$ cat src/rtl/btn_cancel_cond.sv
// Cancel push-button conditioner: synchroniser, debouncer, press/long-press events and a fixed-length beep gate.
// Optional BTN_LONG_BEEP_EN: a long press also (re)loads beep_en for 2*BEEP_CYCLES as a confirm beep.
module btn_cancel_cond #(
  parameter int DEBOUNCE_CYCLES   = 1_000_000,
  parameter int BEEP_CYCLES       = 5_000_000,
  parameter int LONG_PRESS_CYCLES = 150_000_000,
  parameter bit ACTIVE_LOW        = 1'b1
) (
  input  logic clk,
  input  logic reset,
  input  logic btn_raw,
  output logic btn_level,
  output logic btn_press,
  output logic btn_long,
  output logic beep_en
);

  localparam int DB_W   = $clog2(DEBOUNCE_CYCLES) + 1;
  localparam int HOLD_W = $clog2(LONG_PRESS_CYCLES) + 1;
`ifdef BTN_LONG_BEEP_EN
  localparam int BEEP_W = $clog2(2 * BEEP_CYCLES) + 1;
`else
  localparam int BEEP_W = $clog2(BEEP_CYCLES) + 1;
`endif

  localparam logic [DB_W-1:0]   DB_LAST    = DB_W'(DEBOUNCE_CYCLES - 1);
  localparam logic [HOLD_W-1:0] HOLD_LAST  = HOLD_W'(LONG_PRESS_CYCLES - 1);
  localparam logic [BEEP_W-1:0] BEEP_LOAD  = BEEP_W'(BEEP_CYCLES - 1);

  typedef enum logic [1:0] {
    IDLE = 2'd0,
    HELD = 2'd1,
    LONG = 2'd2
  } state_t;

  // Synchroniser: btn_n is 1 while pressed, whatever the board polarity.
  logic btn_n;
  logic sync_q1;
  logic btn_sync;

  assign btn_n = btn_raw ^ ACTIVE_LOW;

  always_ff @(posedge clk) begin
    if (reset) begin
      sync_q1  <= 1'b0;
      btn_sync <= 1'b0;
    end else begin
      sync_q1  <= btn_n;
      btn_sync <= sync_q1;
    end
  end

  // Debouncer: btn_level flips once btn_sync has disagreed for DEBOUNCE_CYCLES cycles.
  logic [DB_W-1:0] db_cnt;
  logic            db_differ;
  logic            db_done;
  logic            rise_evt;
  logic            fall_evt;

  assign db_differ = (btn_sync != btn_level);
  assign db_done   = db_differ && (db_cnt == DB_LAST);
  assign rise_evt  = db_done && !btn_level;
  assign fall_evt  = db_done && btn_level;

  always_ff @(posedge clk) begin
    if (reset) begin
      db_cnt    <= '0;
      btn_level <= 1'b0;
      btn_press <= 1'b0;
    end else begin
      btn_press <= rise_evt;
      if (!db_differ) begin
        db_cnt <= '0;
      end else if (db_done) begin
        db_cnt    <= '0;
        btn_level <= ~btn_level;
      end else begin
        db_cnt <= db_cnt + 1'b1;
      end
    end
  end

  // Hold tracker. HELD is entered on the same edge btn_level rises, so the
  // registered btn_long lands LONG_PRESS_CYCLES cycles after that rise.
  state_t            state;
  state_t            state_nxt;
  logic [HOLD_W-1:0] hold_cnt;
  logic [HOLD_W-1:0] hold_nxt;
  logic              long_fire;

  always_comb begin
    state_nxt = state;
    hold_nxt  = hold_cnt;
    long_fire = 1'b0;
    case (state)
      IDLE: begin
        if (rise_evt) begin
          state_nxt = HELD;
          hold_nxt  = '0;
        end
      end
      HELD: begin
        // A release coinciding with the last hold cycle still fires the long press.
        if (hold_cnt == HOLD_LAST) begin
          long_fire = 1'b1;
          state_nxt = LONG;
        end else if (fall_evt) begin
          state_nxt = IDLE;
        end else begin
          hold_nxt = hold_cnt + 1'b1;
        end
      end
      LONG: begin
        if (fall_evt) begin
          state_nxt = IDLE;
        end
      end
      default: begin
        state_nxt = IDLE;
      end
    endcase
  end

  always_ff @(posedge clk) begin
    if (reset) begin
      state    <= IDLE;
      hold_cnt <= '0;
      btn_long <= 1'b0;
    end else begin
      state    <= state_nxt;
      hold_cnt <= hold_nxt;
      btn_long <= long_fire;
    end
  end

  // Beep gate: loaded on the press edge, counts down to give a fixed-length window.
  logic [BEEP_W-1:0] beep_cnt;

  always_ff @(posedge clk) begin
    if (reset) begin
      beep_en  <= 1'b0;
      beep_cnt <= '0;
    end else if (rise_evt) begin
      beep_en  <= 1'b1;
      beep_cnt <= BEEP_LOAD;
`ifdef BTN_LONG_BEEP_EN
    end else if (long_fire) begin
      beep_en  <= 1'b1;
      beep_cnt <= BEEP_W'(2 * BEEP_CYCLES - 1);
`endif
    end else if (beep_en) begin
      if (beep_cnt == '0) begin
        beep_en <= 1'b0;
      end else begin
        beep_cnt <= beep_cnt - 1'b1;
      end
    end
  end

endmodule

$ cat config.mk
export PLATFORM = sky130hd
export DESIGN_NAME = btn_cancel_cond
export DESIGN_NICKNAME = d
export VERILOG_FILES = /design/src/rtl/btn_cancel_cond.sv
export SDC_FILE = /design/constraint.sdc
export NUM_CORES = 1
export LEC_CHECK = 0
export ABC_AREA = 1
export CAP_MARGIN = 20
export CELL_PAD_IN_SITES_DETAIL_PLACEMENT = 1
export CELL_PAD_IN_SITES_GLOBAL_PLACEMENT = 1
export CORE_MARGIN = 1
export CORE_UTILIZATION = 45
export CTS_BUF_LIST = sky130_fd_sc_hd__clkbuf_16
export DETAILED_ROUTE_END_ITERATION = 7
export PLACE_DENSITY = 0.78
export SYNTH_ARGS = -nofsm -noshare
export SYNTH_HDL_FRONTEND = slang
export SYNTH_SLANG_ARGS = --single-unit
$ cat constraint.sdc
create_clock -name clk -period 3.3 [get_ports clk]
set_input_delay 0.66 -clock clk [delete_from_list [all_inputs] [get_ports clk]]
set_output_delay 0.66 -clock clk [all_outputs]
set_load 0.02 [all_outputs]
# Yosys cells after proc, flatten, opt, wreduce, memory -nomap -nowiden
# Index checks and enable logic that the tools add are counted.
[classes] addsub=3 eq_ne=9 n_mux=15 bitwise=5 n_reduce_logical=15
[ops] cell="29-bit 2-to-1 mux" count=3
[ops] cell="23-bit 2-to-1 mux" count=3
[ops] cell="29-bit case mux with 2 select lines" count=1
[ops] cell="29-bit by 1-bit adder with 29-bit output (second input constant)" count=1
[ops] cell="29-bit by 28-bit equality test with 1-bit output (second input constant)" count=1
[ops] cell="24-bit logical NOT" count=1
[ops] cell="24-bit by 1-bit subtractor with 24-bit output (second input constant)" count=1
[ops] cell="21-bit by 1-bit adder with 21-bit output (second input constant)" count=1
[ops] cell="21-bit by 20-bit equality test with 1-bit output (second input constant)" count=1
[ops] cell="2-bit inequality test (second input constant)" count=4
[ops] cell="2-bit 2-to-1 mux" count=3
[ops] cell="2-bit case mux with 3 select lines" count=1
[ops] cell="2-bit AND reduction" count=3
[ops] cell="1-bit NOT" count=5
[ops] cell="1-bit 2-to-1 mux" count=4
[ops] cell="4-bit AND reduction" count=1
[ops] cell="2-bit nonzero test" count=2
[ops] cell="2-bit OR reduction" count=2
[ops] cell="1-bit logical AND" count=3
[ops] cell="3-bit OR reduction" count=1
[ops] cell="2-bit by 1-bit equality test with 1-bit output (second input constant)" count=1
[ops] cell="2-bit equality test (second input constant)" count=1
[ops] cell="2-bit logical NOT" count=1
[ops] cell="1-bit logical NOT" count=1
[ops] cell="1-bit inequality test" count=1
[totals] ff_bits=82 input_bits=3 out_inout_bits=4 word_cells=58

# Longest topological paths before layout
# Gate-level depths: netlist of run 1.
[depth] word_depth=6 ltp_mapped=13 mapped_depth_nobuf=12

# Least setup slack after synthesis of run 1
# No wires, ideal clock.
[synth_timing] path_kind="reg2reg" startpoint="register hold_cnt[0]" endpoint="register hold_cnt[18]" setup_time_ns=0.132 t_arrival_ns=1.605 required_time_ns=3.168 setup_slack_ns=1.563 stages_incl_launch_ff=13 path_buffers=2 period_less_slack_ns=1.737 cell_sequence="dfxtp_1 ha_1 buf_2 inv_1 nor2_4 nand2_1 nor2_1 nand2_1 nand3_1 nand2_2 buf_4 nand3_1 a21oi_1"
[synth_between] elab_chain_len=4 word_cells_on_any_way=7 classes_between="add/sub: 1; eq/ne: 2; mux: 3; reduce/logical: 1"
[synth_rtl] item="start: declaration" line_no="87" source="logic [HOLD_W-1:0] hold_cnt;"
[synth_rtl] item="start signal: assignment" line_no="131" source="hold_cnt <= hold_nxt;"
[synth_rtl] item="29-bit by 1-bit adder with 29-bit output" line_no="110" source="hold_nxt = hold_cnt + 1'b1;"
[synth_rtl] item="29-bit 2-to-1 mux" line_no="107" source="end else if (fall_evt) begin"
[synth_rtl] item="29-bit 2-to-1 mux" line_no="104" source="if (hold_cnt == HOLD_LAST) begin"
[synth_rtl] item="29-bit case mux with 2 select lines" line_no="95" source="case (state)"
# Parallel ways exist; a longest one is shown, timed or not. The select of a mux whose other input is x is not followed.
# A chain may end at the register's enable or synchronous reset.

# Worst setup path in the final report of run 1
[layout_timing] startpoint="register hold_cnt[0]" endpoint="register hold_cnt[14]"
# Same word-level chain as after synthesis.

==> qor.yml, run 1 <==
wl_mm: 14.4
hold_class: "register to register"
antenna_found_initial: 0
holdWs_ns: 0.404
syn_area_mm2: 0.00497
drcViolationCount: 0
fin_crit_ns: 2.53
final_nets: 801
holdCritStartpoint: "sync_q1$_SDFF_PP0_"
synthCells: 793
grt_pass1_wl_mm: 24.3
critPathMostFrequentCell: "nand2_1"
setup_viol: 0
fin_skew_ns: 0.0158
swShare_pct: 22.5
timing.fmax_ghz: 0.395
drv_slew: 0
reg2reg_to: "hold_cnt[14]$_SDFFE_PP0P_"
cts_tree: "yes"
drive_above_1_share_pct: 6.26
crit_required_ns: 3.58
yosys.cell_types.count: 35
detailed_place_hpwl_mm: 10.7
area_growth_syn_to_layout_pct: 7.96
rows: 38
cts_buffer_depth: 2
ff2ff_setup_slack_ns: 0.77
final_area_mm2: 0.00537
setup_tns_ns: 0
hold_viol_final: 0
rsz0062_at_grt: "false"
placed_area_mm2: 0.00510
synth_fp_nets: 800
die_h_um: 107
wire_per_inst_um: 15.3
yosys_warnings: 0
grt_pass1_vias: 5082
post_cts_resized: 0
cp_slowest_stage_delay_ns: 0.47
max_slew.worst_pin.slew_ns: 0.865
layout_setup_ws_ns: 0.771
syn-mean-instance-area_um2: 6.27
clkPwrFrac_pct: 47.5
synth-seq-area-share_pct: 33.0
yosys_register_bits: 82
worstSkewPairLatency_ns: 0.36
post-route-period-util_pct: 76.6
dp_cells: 923
leakage_nw: 1.92
ir_drop_uv: 357
initial_utilization_pct: 46.0
relSlewSlack_pct: 42.1
postCtsSetupBuffers: 0
grt_max_degree: 42
path_clk_slew_ns: 0.07
vias: 5035
path_max_fanout: 27
die_x_um: 107
core_mm2: 0.0108
cp-end-kind: "register"
hold-path-cell-count: 2
cts_made_buffers: 9
drt_iter0_drc: 297
root_buffer: "clkbuf_16"
worstPathCellList: "ha_1 -> inv_1 -> nor2_4 -> nand2_1 -> nor2_1 -> nand2_1 -> nand2_1 -> nand2_1 -> nand3_2 -> buf_4 -> nand2_1 -> a21oi_1"
dieArea_mm2: 0.0115
rr_startpoint: "hold_cnt[0]$_SDFFE_PP0P_"
finalNonFillerCells: 939
postRouteAntennaNets: 0
crit_type: "register to register"
diodes: 0
start_kind: "register"
dr.pass1.iters: 4
htree_levels: 3
run_status: "complete, no violations"
grt-ovfl-total: 0
power.density_mw_per_mm2: 361
avgViaCountPerCell: 5.36
dp_slack_ns: 0.802
io_pins: 7
p_seq_share_pct: 51.3
cts_hold_buf: 0
holdPathEnd: "btn_sync$_SDFF_PP0_"
r2r_cells: 12
pwr-share-comb_pct: 1.2
clock_sinks: 82
place.gp.congestion: 0.910
switchingPower_mw: 0.436
io_buffers: 6
maxCapViolCount: 0
worstPathArrival_ns: 2.81
p_int_mw: 1.50
grt_use_total_pct: 27.0
critPathSlowestCell: "dfxtp_1"
[cell families (layout without fill, tap and decap cells)]
family                     Yosys count  after routing  share of synthesized area (%)
and+or+nand+nor                    511            511                           45.3
adders and majority gates            4              4                           1.01
buffers and inverters               95            101                           8.48
xor gates and xnor gates            21             21                           3.70
AOI/OAI and AO/OA                   80             80                           8.48
DFF                                 82             82                           33.0
[cell usage in the layout (no fill, tap or decap), drive strengths merged]
| cell type | n |
|---|---|
| a21oi | 57 |
| a31oi | 5 |
| buf | 6 |
| clkbuf | 9 |
| clkdlybuf4s50 | 6 |
| clkinv | 3 |
| clkinvlp | 1 |
| dfxtp | 82 |
| ha | 4 |
| inv | 76 |
| nand2 | 228 |
| nand3 | 68 |
| nand3b | 3 |
| nand4 | 32 |
| nor2 | 163 |
| nor3 | 11 |
| nor3b | 2 |
| o211ai | 1 |
| o21a | 3 |
| o21ai | 12 |
| o21bai | 1 |
| o31ai | 1 |
| or2 | 3 |
| or3 | 1 |
| xnor2 | 8 |
| xor2 | 13 |
[stage by stage]
| stage | total power, mW | util [%] |
|---|---|---|
| 2_1_floorplan | 1.03 | - |
| 3_5_place_dp | 1.04 | 47.3 |
| 5_1_grt | 2.00 | 49.7 |
| 3_3_place_gp | 1.04 | 47.3 |
| 4_1_cts | 1.96 | 49.7 |
| 6_report | 1.93 | 49.7 |
[flip-flops by register name, summed over array words and instances (netlist names)]
signal     count
hold_cnt      29
beep_cnt      24
db_cnt        21
state          2
beep_en        1
btn_level      1
btn_long       1
btn_press      1
btn_sync       1
sync_q1        1
[how the worst max path moves through the flow]
stage | slack (ns) | cells past startpoint | start | to
floorplan | 1.56 | 12 | hold_cnt[0]$_SDFFE_PP0P_ | hold_cnt[18]$_SDFFE_PP0P_
global placement | 0.85 | 6 | reset | db_cnt[7]$_SDFF_PP0_
detailed placement | 0.80 | 6 | reset | db_cnt[7]$_SDFF_PP0_
CTS | 0.76 | 12 | hold_cnt[0]$_SDFFE_PP0P_ | hold_cnt[14]$_SDFFE_PP0P_
global route | 0.46 | 12 | hold_cnt[0]$_SDFFE_PP0P_ | hold_cnt[19]$_SDFFE_PP0P_
finish | 0.77 | 12 | hold_cnt[0]$_SDFFE_PP0P_ | hold_cnt[14]$_SDFFE_PP0P_
[final cells by class]
cell class | count | area (µm²)
Clock inverter | 7 | 37.5
Timing Repair Buffer | 12 | 105
Fill cell | 1487 | 5430
Multi-Input combinational cell | 616 | 2910
Clock buffer | 9 | 225
Inverter | 73 | 274
Tap cell | 140 | 175
Sequential cell | 82 | 1640
[critical path, delay by kind of cell (launching register included)]
family	cells	cell delay [ns]
simple gates	8	1.08
flops	1	0.47
compound gates	1	0.13
buf+inv	2	0.38
fa+ha+maj	1	0.38
[Yosys cell counts (all sizes together)]
cell	count	area share (%)
a21oi	57	5.7
a31oi	5	0.63
buf	13	2.3
clkbuf	9	0.68
dfxtp	82	33
ha	4	1.0
inv	73	5.5
nand2	228	18
nand3	68	7.6
nand3b	3	0.45
nand4	32	4.0
nor2	163	14
nor3	11	1.1
nor3b	2	0.40
o211ai	1	0.15
o21a	3	0.45
o21ai	12	1.2
o21bai	1	0.15
o31ai	1	0.15
or2	3	0.38
or3	1	0.13
xnor2	8	1.4
xor2	13	2.3
[power by group through the flow]
| stage | Sequential [mW] | Clock [mW] | Combinational, mW |
|---|---|---|---|
| floorplan | 1.01 | 0 | 0.0155 |
| global placement | 1.01 | 0 | 0.0234 |
| detailed placement | 1.01 | 0 | 0.0240 |
| CTS | 0.992 | 0.941 | 0.0241 |
| global route | 0.992 | 0.977 | 0.0267 |
| finish | 0.992 | 0.919 | 0.0234 |
[metal layers]
metal  routed length [µm]  up-vias  track usage [%]  part of all wire, %
met5                    0        -                0                    0
met4                  180        0             7.05                  1.3
met3                  727       15             7.42                  5.1
met2                 6560       73             44.9                   46
met1                 6880     2397             34.2                   48
li1                     -     2550                -                    -
No activity file was read; power rests on OpenSTA's default activity.
==> inputs of run 2 (changes only) <==
==> constraint.sdc (replaced) <==
create_clock -name clk -period 2.4 [get_ports clk]
set_input_delay 0.48 -clock clk [delete_from_list [all_inputs] [get_ports clk]]
set_output_delay 0.48 -clock clk [all_outputs]
set_load 0.02 [all_outputs]
==> qor.yml, run 2 (same netlist as run 1, synthesis figures left out) <==
post-route-period-util_pct: 90.6  # +14 points
dp_cells: 926  # +0.33%
vias: 5133  # +1.9%
io_pins: 7  # unchanged
start_kind: "register"
reg.largest.list: "hold_cnt (29), beep_cnt (24), db_cnt (21)"
leakage_nw: 1.94  # +1.2%
dr.pass1.iters: 5  # +1
path_clk_slew_ns: 0.07  # about the same
path_max_fanout: 18  # -33%
crit_required_ns: 2.68  # -0.90 ns
final_nets: 804  # +0.37%
regMostFlops: "hold_cnt"
worstPathArrival_ns: 2.46  # -0.35 ns
final_cell_mix: "223 x nand2_1, 150 x nor2_1, 82 x dfxtp_1"
root_buffer: "clkbuf_16"
p_int_mw: 2.06  # +37%
rsz0062_at_grt: "false"
diodes: 0  # unchanged
dieArea_mm2: 0.0115  # unchanged
setup_viol: 0  # unchanged
pwr-share-comb_pct: 1.2  # about the same
worstSkewPairLatency_ns: 0.36  # about the same
die_h_um: 107  # unchanged
cts_buffer_depth: 2  # unchanged
finalNonFillerCells: 942  # +0.32%
avgViaCountPerCell: 5.45  # +1.6%
cts_made_buffers: 9  # unchanged
antenna_found_initial: 0  # unchanged
drv_slew: 0  # unchanged
fin_crit_ns: 2.18  # -0.353 ns
critPathMostFrequentCell: "nand2_1"
htree_levels: 3  # unchanged
place.gp.congestion: 0.916  # +0.67%
clkPwrFrac_pct: 47.8  # +0.3 points
grt_pass1_wl_mm: 25.4  # +4.5%
p_seq_share_pct: 51.0  # -0.3 points
grt_pass1_vias: 5160  # +1.5%
ir_drop_uv: 509  # +43%
crit_family: "simple AND/OR/NAND/NOR gates"
worstPathCellList: "ha_1 -> inv_1 -> nor2_4 -> nand2_1 -> nor2_1 -> nand2_1 -> nand2_1 -> nand2_1 -> nand3_2 -> buf_12 -> nand2_1 -> a21oi_1"
run_status: "complete, no violations"
drt_iter0_drc: 282  # -5.1%
fin_skew_ns: 0.00860  # -0.00722 ns
detailed_place_hpwl_mm: 11.0  # +2.7%
rows: 38  # unchanged
switchingPower_mw: 0.614  # +41%
die_x_um: 107  # unchanged
area_growth_syn_to_layout_pct: 8.71
path_buf_inv: 2  # unchanged
grt-ovfl-total: 0  # unchanged
wl_mm: 14.9  # +3.6%
final_common_cell: "nand2_1"
timing.fmax_ghz: 0.460  # +16%
cts_hold_buf: 0  # unchanged
largest_reg_flops: 29  # unchanged
io_buffers: 6  # unchanged
relSlewSlack_pct: 63.1  # +21 points
totalPowerFinal_mw: 2.67  # +38%
drcViolationCount: 0  # unchanged
postRouteAntennaNets: 0  # unchanged
setup_tns_ns: 0  # unchanged
grt_max_degree: 42  # unchanged
maxCapViolCount: 0  # unchanged
core_mm2: 0.0108  # unchanged
post_cts_resized: 0  # unchanged
crit_type: "register to register"
cp-end-kind: "register"
grt_use_total_pct: 28.2  # +1.2 points
holdWs_ns: 0.423  # +0.0184 ns
drive_above_1_share_pct: 6.48  # +0.23 points
wire_per_inst_um: 15.8  # +3.3%
clock_sinks: 82  # unchanged
postCtsSetupBuffers: 0  # unchanged
hold_class: "register to register"
critPathSlowestCell: "dfxtp_1"
initial_utilization_pct: 46.0  # unchanged
hold_viol_final: 0  # unchanged
swShare_pct: 23.0  # +0.43 points
cp_slowest_stage_delay_ns: 0.46  # about the same
cts_tree: "yes"
max_slew.worst_pin.slew_ns: 0.553  # -0.313 ns
power.density_mw_per_mm2: 495  # +37%
layout_setup_ws_ns: 0.225  # -0.547 ns
dp_slack_ns: 0.218  # -0.584 ns
## run 2: changes by cell type in the layout (fill, tap and decap cells not counted)
cell | before | now
buf_12 | 0 | 1
inv_1 | 70 | 71
clkinv_2 | 2 | 0
buf_4 | 6 | 8
inv_6 | 1 | 0
clkinv_4 | 0 | 2
## run 2: area by class of cell
class | count | area [µm²]
clock buffer | 9 | 225
clock inverter | 7 | 40.0
fill | 1515 | 5390
inverter | 73 | 274
multi-input combinational | 616 | 2910
sequential | 82 | 1640
tap | 140 | 175
timing repair buffer | 15 | 140
## run 2: metal layers
layer | share of wire, % | GRT usage (%) | vias to the layer above
met5 | 0 | 0 | -
met4 | 1.1 | 5.87 | 0
met3 | 5.0 | 6.87 | 17
met2 | 45 | 45.0 | 87
met1 | 49 | 38.4 | 2473
li1 | - | - | 2556
## run 2: stage by stage
step                cell area (µm²)  utilization, %
detailed placement             5140            47.6
finish                         5400            50.1
global placement               5140            47.6
global route                   5400            50.1
CTS                            5400            50.1
floorplan                      4970               -
## run 2: worst register-to-register path, delay by kind of cell (launching register included)
kind                     cells  cell delay (ns)
AO/OA/AOI/OAI                1             0.14
adder cells (fa/ha/maj)      1             0.23
flip-flops                   1             0.46
buffers and inverters        2             0.29
AND/OR/NAND/NOR              8             0.99
## run 2: power groups by stage
stage                     clock [mW]  sequential [mW]  combinational (mW)
final                           1.28             1.36              0.0323
after global routing            1.36             1.36              0.0363
after CTS                       1.30             1.36              0.0329
after detailed placement           0             1.39              0.0331
after global placement             0             1.39              0.0324
after floorplan                    0             1.39              0.0212
## run 2: final timing paths
| path | slack (ns) | endpoint | depth (start not counted) | from |
|---|---|---|---|---|
| setup / recovery | 0.22 | hold_cnt[11]$_SDFFE_PP0P_ | 12 | hold_cnt[0]$_SDFFE_PP0P_ |
| hold / removal | 0.42 | btn_sync$_SDFF_PP0_ | 2 | sync_q1$_SDFF_PP0_ |
| setup reg to reg | 0.22 | hold_cnt[11]$_SDFFE_PP0P_ | 12 | hold_cnt[0]$_SDFFE_PP0P_ |
| hold reg to reg | 0.42 | btn_sync$_SDFF_PP0_ | 2 | sync_q1$_SDFF_PP0_ |
==> patch (settings of run 1) <==
Reset style: asynchronous (`reset`), changed in 4 clocked blocks.
--- a/src/rtl/btn_cancel_cond.sv
+++ b/src/rtl/btn_cancel_cond.sv
@@ -40,7 +40,7 @@
 
   assign btn_n = btn_raw ^ ACTIVE_LOW;
 
-  always_ff @(posedge clk) begin
+  always_ff @(posedge clk or posedge reset) begin
     if (reset) begin
       sync_q1  <= 1'b0;
       btn_sync <= 1'b0;
@@ -62,7 +62,7 @@
   assign rise_evt  = db_done && !btn_level;
   assign fall_evt  = db_done && btn_level;
 
-  always_ff @(posedge clk) begin
+  always_ff @(posedge clk or posedge reset) begin
     if (reset) begin
       db_cnt    <= '0;
       btn_level <= 1'b0;
@@ -121,7 +121,7 @@
     endcase
   end
 
-  always_ff @(posedge clk) begin
+  always_ff @(posedge clk or posedge reset) begin
     if (reset) begin
       state    <= IDLE;
       hold_cnt <= '0;
@@ -136,7 +136,7 @@
   // Beep gate: loaded on the press edge, counts down to give a fixed-length window.
   logic [BEEP_W-1:0] beep_cnt;
 
-  always_ff @(posedge clk) begin
+  always_ff @(posedge clk or posedge reset) begin
     if (reset) begin
       beep_en  <= 1'b0;
       beep_cnt <= '0;
Behaviour: no difference found for any inputs over 10 cycles, from zero or initial values and one cycle with reset high; that may be too few to reach the edited logic, so the function may still have changed.
==> patch against run 1 <==
Clock power increased by 18%; total power grew 10%; fmax is 1.7% lower; design area is 6.5% higher; count of clock-buffer cells in the layout stayed put; largest cell class unchanged; area after synthesis grew 6.2%; setup slack worse by 44 ps; sequential cell count unchanged; critical endpoint is now hold_cnt[3]; wire length up 4.1%.
==> patch: results (changes against run 1) <==
Parameter                              Value

STA
  Slew at the pin closest to its max-slew limit    979 ps (was 865 ps)
  Fin Clk Skew    9.66 ps (was 15.8 ps)
  Part of the cycle the worst path needs    78.0% (was 76.6%)

Critical path
  Maximum net fanout on the critical path    30 (was 27)
  End point of the critical path    hold_cnt[3] (was hold_cnt[14])
  Critical Path Start    btn_level (was hold_cnt[0])
  CP delay by family, top    simple AND/OR/NAND/NOR gates (unchanged)
  Critical-path cell with the highest stage delay    nand3_2 (was dfxtp_1)
  Register-to-register setup slack    730 ps (was 770 ps)
  Number of cells on the worst reg-to-reg path    10 (was 12)
  CP arrival    2800 ps (was 2810 ps)
  Crit path launch type    flop (unchanged)
  CP max stage delay    600 ps (was 470 ps)

Logic synthesis
  Post-synthesis adder-cell area fraction    0.711% (was 1.01%)
  Number of different library cells in the post-synthesis netlist    38 (was 35)
  Xor/xnor cell area share of the yosys netlist    4.81% (was 3.70%)
  Asr flop ratio synth    100% (was 0%)
  Post-synthesis net count    792 (was 800)
  Cells taking the most area after synthesis    dfrtp_1, nand2_1, nor2_1, nand3_1, inv_1 (was dfxtp_1, nand2_1, nor2_1, nand3_1, a21oi_1)
  Most frequent cells after synthesis    nand2_1, nor2_1, nand3_1, dfrtp_1, inv_1 (was nand2_1, nor2_1, dfxtp_1, inv_1, nand3_1)
  Sequential share of the synthesized area    38.9% (was 33.0%)
  Multiplexer share of the synthesized area    0% (unchanged)
  Compound-gate portion of the synthesized area    3.79% (was 8.48%)

Final layout
  Top flop regs    hold_cnt (29), beep_cnt (24), db_cnt (21) (unchanged)
  Number of diodes added for antenna fixing    0 (unchanged)
  Share of post-route cells with drive strength above 1    5.56% (was 6.26%)

Hold path
  Hold Crit Endpoint    btn_sync (unchanged)
  Worst hold path type    reg2reg (unchanged)
  Hold-critical path depth    0 (was 2)
  Min-Delay Startpoint    sync_q1 (unchanged)

Power
  Pleak    0.00278 uW (was 0.00192 uW)
  Peak ir drop on the vdd network    0.000439 V (was 0.000357 V)

CTS
  Max clock buf depth    2 (unchanged)
  Number of instances resized during post-cts repair    0 (unchanged)
  Clock slew at the register clock pins of the worst setup and hold paths    70 ps (about the same)
  Clock tree root driver cell    clkbuf_16 (unchanged)
  TritonCTS Buffers    9 (unchanged)
  H-tree depth    3 (unchanged)

Drt
  1st-iter DRT viols    250 (was 297)
  Via-per-instance ratio    5.32 (was 5.36)
  Number of search-and-repair iterations in the first detailed-routing pass    5 (was 4)
  DR WL/cell    16.0 um (was 15.3 um)

Place
  Placed standard-cell area    5400 sq um (was 5100 sq um)
  Detailed-placement wirelength estimate    10900 um (was 10700 um)
  Worst Setup Slack post-DPL    674 ps (was 802 ps)
  Final estimated routing congestion in global placement    0.881 (was 0.910)

Global route
  Pin count of the biggest net entering global routing    49 (was 42)
  Total Routing Usage GR    26.9% (was 27.0%)
  Global-route wire length before repair    24900 um (was 24300 um)
  Via count of the first global-routing pass    5082 (unchanged)

Floorplanning
  Number of standard-cell rows in the floorplan    39 (was 38)

Outcome
  Run status    complete, no violations (unchanged)
-- patch: changes by cell type after synthesis, sizes merged, moves of 3 or more --
cell / change
dfxtp: -82
inv: +11
a31oi: -3
xor2: +8
a21oi: -46
nand3: +20
nand4: -24
o21a: -3
dfrtp: +82
nand2: +26
o21ai: +5
clkbuf: -7
nor3: +3
-- patch: worst reg2reg max path, stage by stage (launching register included) --
cell     delay [ps]
dfrtp_1         470
inv_2           130
nand2_1          70
nand2_2          90
nand2_2          70
nor2_4          140
nand3_4         210
nand2_4         360
nand3_2         610
nand2_1         240
nand2_1          80
-- patch: report_power, final --
group          switching, uW  total, uW  internal [uW]
Sequential              3.04       1010           1010
Clock                    426       1080            656
Combinational           31.7       41.6           9.84
Total                    461       2140           1680
-- patch: final cells by class --
cell class	count	area, sq um
Clock buffer	9	225
Clock inverter	7	85.1
Fill cell	1516	5710
Inverter	85	320
Multi-Input combinational cell	602	2770
Sequential cell	82	2050
Tap cell	143	179
Timing Repair Buffer	7	80.1
-- patch: layer usage --
metal	wire length [um]	share of wire [%]	up-vias	GRT usage, %
met3	400	2.7	23	3.94
met1	7200	48	2439	36.2
met4	237	1.6	0	9.96
met2	7090	47	57	43.7
li1	-	-	2451	-
met5	0	0	-	0
-- patch: metrics by stage --
step                utilization [%]  std cells  total power [uW]  hold slack (ps)
CTS                            50.0        935              2160              362
detailed placement             47.3        919              1080              347
global route                   50.0        935              2200              377
floorplan                         -        786              1060              331
finish                         50.0        935              2140              358
global placement               47.3        919              1070              344
